[config.mk]
export PLATFORM = sky130hd
export DESIGN_NAME = draw_command_sequencer
export DESIGN_NICKNAME = d
export VERILOG_FILES = /design/src/rtl/draw_command_sequencer.sv
export SDC_FILE = /design/constraint.sdc
export NUM_CORES = 1
export LEC_CHECK = 0
export BUFFER_PORTS_ARGS = -buffer_cell sky130_fd_sc_hd__clkbuf_2
export CELL_PAD_IN_SITES_DETAIL_PLACEMENT = 0
export CELL_PAD_IN_SITES_GLOBAL_PLACEMENT = 1
export CORE_MARGIN = 3
export CORE_UTILIZATION = 24
export DETAILED_ROUTE_END_ITERATION = 16
export GPL_ROUTABILITY_DRIVEN = 0
export GPL_TIMING_DRIVEN = 0
export PLACE_DENSITY_LB_ADDON = 0.25
export SETUP_SLACK_MARGIN = 0.15
export SLEW_MARGIN = 30
export SYNTH_ARGS = -nofsm -noshare
export SYNTH_HDL_FRONTEND = slang
export SYNTH_SLANG_ARGS = --single-unit
[constraint.sdc]
create_clock -name clk_i -period 4.5 [get_ports clk_i]
set_clock_uncertainty 0.15 [all_clocks]
set_input_delay 1.35 -clock clk_i [delete_from_list [all_inputs] [get_ports clk_i]]
set_output_delay 1.35 -clock clk_i [all_outputs]
set_load 0.02 [all_outputs]
[src/rtl/draw_command_sequencer.sv]
// draw_command_sequencer: per-frame timed draw-command sequencer (clk_i/rst_i async high; frame_tick_i, note_enable_i, digit_enable_i in; command_o, busy_o, frame_done_o, overrun_o out)
module draw_command_sequencer #(
  parameter int CLEAR_CYCLES = 3240,
  parameter int NOTE_CYCLES  = 16,
  parameter int LINE_CYCLES  = 16,
  parameter int DIGIT_CYCLES = 1
) (
  input  logic        clk_i,
  input  logic        rst_i,
  input  logic        frame_tick_i,
  input  logic [14:0] note_enable_i,
  input  logic        digit_enable_i,
  output logic [4:0]  command_o,
  output logic        busy_o,
  output logic        frame_done_o,
  output logic        overrun_o
);
  localparam logic [4:0] NOP    = 5'b10110;
  localparam logic [4:0] CLEAR  = 5'b10100;
  localparam logic [4:0] LINE_L = 5'b10111;
  localparam logic [4:0] LINE_R = 5'b11000;
  localparam logic [4:0] LINE_M = 5'b11001;
  localparam logic [4:0] DIG1   = 5'b10001;
  localparam logic [4:0] DIG2   = 5'b10010;
  localparam logic [4:0] COMMIT = 5'b10101;
  typedef enum logic [3:0] {
    S_IDLE, S_CLEAR, S_NOTES, S_LINE_L, S_LINE_R, S_LINE_M, S_DIG1, S_DIG2, S_COMMIT
  } state_e;
  state_e      state_q, state_d;
  logic [3:0]  idx_q, idx_d;
  logic [11:0] cnt_q, cnt_d, lim;
  logic [14:0] notes_q, notes_d;
  logic        dig_q, dig_d, last;
  logic [4:0]  cmd_q, cmd_d;
  logic        busy_q, done_q, ovr_q;
  always_comb begin
    state_d = state_q;
    idx_d   = idx_q;
    cnt_d   = cnt_q + 12'd1;
    notes_d = notes_q;
    dig_d   = dig_q;
    lim = (state_q == S_CLEAR) ? 12'(CLEAR_CYCLES) :
          (state_q == S_NOTES) ? (notes_q[idx_q] ? 12'(NOTE_CYCLES) : 12'd1) :
          (state_q inside {S_LINE_L, S_LINE_R, S_LINE_M}) ? 12'(LINE_CYCLES) :
          (state_q inside {S_DIG1, S_DIG2}) ? 12'(DIGIT_CYCLES) : 12'd1;
    last = cnt_q == lim - 12'd1;
    if (state_q == S_IDLE) begin
      cnt_d = '0;
      if (frame_tick_i) begin
        state_d = S_CLEAR;
        notes_d = note_enable_i;
        dig_d   = digit_enable_i;
      end
    end else if (last) begin
      cnt_d = '0;
      case (state_q)
        S_CLEAR:  begin state_d = S_NOTES; idx_d = '0; end
        S_NOTES:  if (idx_q == 4'd14) begin state_d = S_LINE_L; idx_d = '0; end else idx_d = idx_q + 4'd1;
        S_LINE_L: state_d = S_LINE_R;
        S_LINE_R: state_d = S_LINE_M;
        S_LINE_M: state_d = dig_q ? S_DIG1 : S_COMMIT;
        S_DIG1:   state_d = S_DIG2;
        S_DIG2:   state_d = S_COMMIT;
        default:  state_d = S_IDLE;
      endcase
    end
    // command is registered from the next state so it lines up with the state it names
    case (state_d)
      S_CLEAR:  cmd_d = CLEAR;
      S_NOTES:  cmd_d = notes_d[idx_d] ? 5'd2 + {1'b0, idx_d} : NOP;
      S_LINE_L: cmd_d = LINE_L;
      S_LINE_R: cmd_d = LINE_R;
      S_LINE_M: cmd_d = LINE_M;
      S_DIG1:   cmd_d = DIG1;
      S_DIG2:   cmd_d = DIG2;
      S_COMMIT: cmd_d = COMMIT;
      default:  cmd_d = NOP;
    endcase
  end
  always_ff @(posedge clk_i or posedge rst_i) begin
    if (rst_i) begin
      state_q <= S_IDLE;
      idx_q   <= '0;
      cnt_q   <= '0;
      notes_q <= '0;
      dig_q   <= 1'b0;
      cmd_q   <= NOP;
      busy_q  <= 1'b0;
      done_q  <= 1'b0;
      ovr_q   <= 1'b0;
    end else begin
      state_q <= state_d;
      idx_q   <= idx_d;
      cnt_q   <= cnt_d;
      notes_q <= notes_d;
      dig_q   <= dig_d;
      cmd_q   <= cmd_d;
      busy_q  <= state_d != S_IDLE;
      done_q  <= state_q == S_COMMIT;
      ovr_q   <= frame_tick_i && state_q != S_IDLE;
    end
  end
  assign command_o    = cmd_q;
  assign busy_o       = busy_q;
  assign frame_done_o = done_q;
  assign overrun_o    = ovr_q;
endmodule
==> impl_metrics.toml <==
[synthesis]
ys.flop_type = "dfrtp_1"
synthSimpleGateAreaFrac = 0.202
synthMuxAreaShare = 0.112
ys_seq_elements = 44
synthArstFlopShare = 1.00
synth_edf_count = 0
ys_warn_count = 0
syn_inst = 261
avgSynthCellArea_um2 = 9.83
yosysSeqAreaShare = 0.431
synth_nets = 284
synth_cell_types = 57
synthAdderAreaFrac = 0.0195
synth_compound_gate_area_share = 0.153
synth_top_family_by_area = "simple AND/OR/NAND/NOR gates"
synth_xor_area_frac = 0.0375
syn_area_mm2 = 0.00257

[power]
powerDensity_mw_per_mm2 = 237
p_leak_uw = 0.00131
vdd_ir_drop_max_v = 0.000106

[floorplan]
num_rows = 37
die_area_mm2 = 0.0120
initial_utilization = 0.247
die_w_um = 109
die_y_um = 109
ios = 27
coreArea_mm2 = 0.0104

[setup_path]
cp_slowest_stage_delay_ns = 0.42
reg2reg_setup_slack_ns = 0.43
reg2reg_to = "command_o[2]"
crit_slowest_cell = "or3_4"
crit_start = "idx_q[0]"
crit_chain = "clkbuf_1 > clkbuf_4 > mux2i_1 > nand3b_1 > a31oi_2 > and3_1 > o221ai_2 > or2_4 > a221oi_4 > inv_2 > or3_4 > o211ai_2 > a32oi_1 > o41a_1"
critPathLaunchType = "flop"
cp_max_fo = 10
worst-endpoint-required_ns = 4.58
endpoint_kind = "flop"
crit_type = "reg -> reg"
r2r_cells = 14
crit_end = "command_o[2]"
arrival_ns = 4.15
r2r-start = "idx_q[0]"

[clock_network]
clock_sinks = 44
clk_pin_slew_worst_paths_ns = 0.09
cts_tree = "yes"
worst_skew_pair.late_latency_ns = 0.30
cts-htree-levels = 2
cts_root_buf = "clkbuf_8"
ctsLongestPathBuffers = 2
cts_made_buffers = 5

[grt]
first_global_vias = 1938
grt_pass1_wl_um = 10100
grt_usage = 0.110
grt_overflow = 0
antenna_found_initial = 0
grt_start_max_net_pins = 45

[drt]
drt_iter0_drc = 88
drc = 0
routed_wl_um = 6280
ant_nets = 0
first_pass_iters = 4
wire_per_inst_um = 14.5
via_per_inst = 4.60
via_count = 1991

[timing]
setup-tns-final_ns = 0
finalHoldViolations = 0
setup_viol = 0
worstMarginPinSlew_ns = 0.888
fin_crit_ns = 4.07
maxSlewViolCount = 0
rsz0062_at_grt = "yes"
slew_headroom = 0.402
fmax_mhz = 246
fin_crit_sh = 0.904

[placement]
portBuffers = 26
hpwlAfterDp_um = 4550

[job]
drv_cap = 0

[hold_path]
min_path_type = "reg -> reg"

[finish]
nNetsFinal = 319
regArea_mm2 = 0.00110
n_antenna_cell = 0
fin_util = 0.290
area_delta_synth_final_pct = 17.2
multiInputGateArea_mm2 = 0.00136
fillers = 1135
drive_gt1_frac = 0.242

[outcome]
status = "finished clean"
[worst min-delay path by stage]
stage / start / to / cells after the start
2_1_floorplan: notes_q[10] / notes_q[10] / 2
3_3_place_gp: notes_q[6] / notes_q[6] / 1
3_5_place_dp: notes_q[8] / notes_q[8] / 2
4_1_cts: notes_q[8] / notes_q[8] / 2
5_1_grt: notes_q[12] / notes_q[12] / 1
6_report: notes_q[8] / notes_q[8] / 2
[per-layer routing]
layer,GRT usage,share of wire,vias up
li1,-,-,1006
met3,0.0229,0.030,6
met4,0.0321,0.014,0
met1,0.161,0.53,955
met2,0.163,0.43,24
met5,0,0,-
[per-stage QoR]
step / hold WS, ns / instances / setup WS, ns / power [uW] / area, um2
floorplan: 0.325 / 261 / 0.763 / 410 / 2570
global placement: 0.356 / 423 / 0.129 / 422 / 2870
detailed placement: 0.360 / 423 / 0.129 / 422 / 2870
CTS: 0.377 / 431 / 0.219 / 728 / 2980
global route: 0.397 / 433 / 0.107 / 747 / 3010
finish: 0.374 / 433 / 0.431 / 713 / 3010
[cell usage in the layout (no fill, tap or decap), drive strengths merged, types with 4 or more instances in the layout]
cell	n
dfrtp	41
clkbuf	40
nor2	25
inv	17
nand2	14
mux2	14
mux2i	13
nand3	13
a21oi	10
nor3	8
o21ai	8
xor2	6
o211ai	6
xnor2	5
buf	5
nor2b	4
nand2b	4
or4	4
nand4	4
ha	4
a31oi	4
[Yosys cell counts, drive strengths merged (2+ instances only)]
| cell type | instances | share of area |
|---|---|---|
| nand2 | 14 | 0.020 |
| o21a | 2 | 0.0058 |
| nor4 | 3 | 0.0073 |
| nor2b | 4 | 0.0097 |
| inv | 17 | 0.025 |
| ha | 4 | 0.020 |
| nand3b | 3 | 0.0088 |
| o31ai | 2 | 0.0058 |
| mux2i | 13 | 0.051 |
| and2 | 2 | 0.0049 |
| and3 | 3 | 0.0073 |
| a31oi | 4 | 0.012 |
| xor2 | 6 | 0.020 |
| or2 | 2 | 0.0059 |
| a211oi | 2 | 0.0097 |
| nand3 | 13 | 0.025 |
| or4 | 4 | 0.012 |
| o211ai | 6 | 0.020 |
| xnor2 | 5 | 0.017 |
| or4b | 2 | 0.0093 |
| nor3 | 8 | 0.016 |
| a22oi | 3 | 0.0088 |
| o21ai | 8 | 0.016 |
| buf | 4 | 0.010 |
| nand4 | 4 | 0.0097 |
| or3 | 2 | 0.0068 |
| dfstp | 3 | 0.031 |
| dfrtp | 41 | 0.40 |
| nor2 | 25 | 0.037 |
| clkbuf | 7 | 0.010 |
| nor4b | 3 | 0.013 |
| nand2b | 4 | 0.0097 |
| mux2 | 14 | 0.061 |
| a21oi | 10 | 0.020 |
[kinds of logic after synthesis]
group	after synthesis
multiplexers	27
buffers and inverters	28
flip-flops	44
XOR/XNOR	11
adder cells (fa/ha/maj)	4
AO/OA/AOI/OAI	51
AND/OR/NAND/NOR	96
[layout make-up]
| type | count | share of cell area |
|---|---|---|
| Multi-Input combinational cell | 189 | 0.452 |
| Sequential cell | 44 | 0.367 |
| Tap cell | 136 | 0.0566 |
| Timing Repair Buffer | 28 | 0.0483 |
| Clock buffer | 6 | 0.0241 |
| Inverter | 17 | 0.0221 |
| Buffer | 11 | 0.0183 |
| Clock inverter | 2 | 0.0117 |
[registers in the layout, indices dropped and copies added, names as in the netlist]
| name | flops |
|---|---|
| busy_o | 1 |
| overrun_o | 1 |
| dig_q | 1 |
| notes_q | 15 |
| cnt_q | 12 |
| state_q | 4 |
| frame_done_o | 1 |
| command_o | 5 |
| idx_q | 4 |
[critical path: cells and delay by family (launching register included)]
kind                   cells  cell delay, ns
AOI/OAI and AO/OA          6            1.43
DFF                        1            0.36
muxes                      1            0.22
buffers and inverters      3            0.74
and+or+nand+nor            4            1.09
[report_power, final]
group          total [uW]  internal [uW]  switching (uW)
Clock                 300            165             135
Combinational        17.4           6.33            11.1
Sequential            396            396          0.0929
Total                 713            567             146
[what timing repair did]
item	in CTS	in global routing
pin swaps	0	1
endpoints found under the setup margin	1	4
gates resized for setup	1	2
buffers inserted	0	2
hold buffers	0	0
No activity file was read; power rests on OpenSTA's default activity.
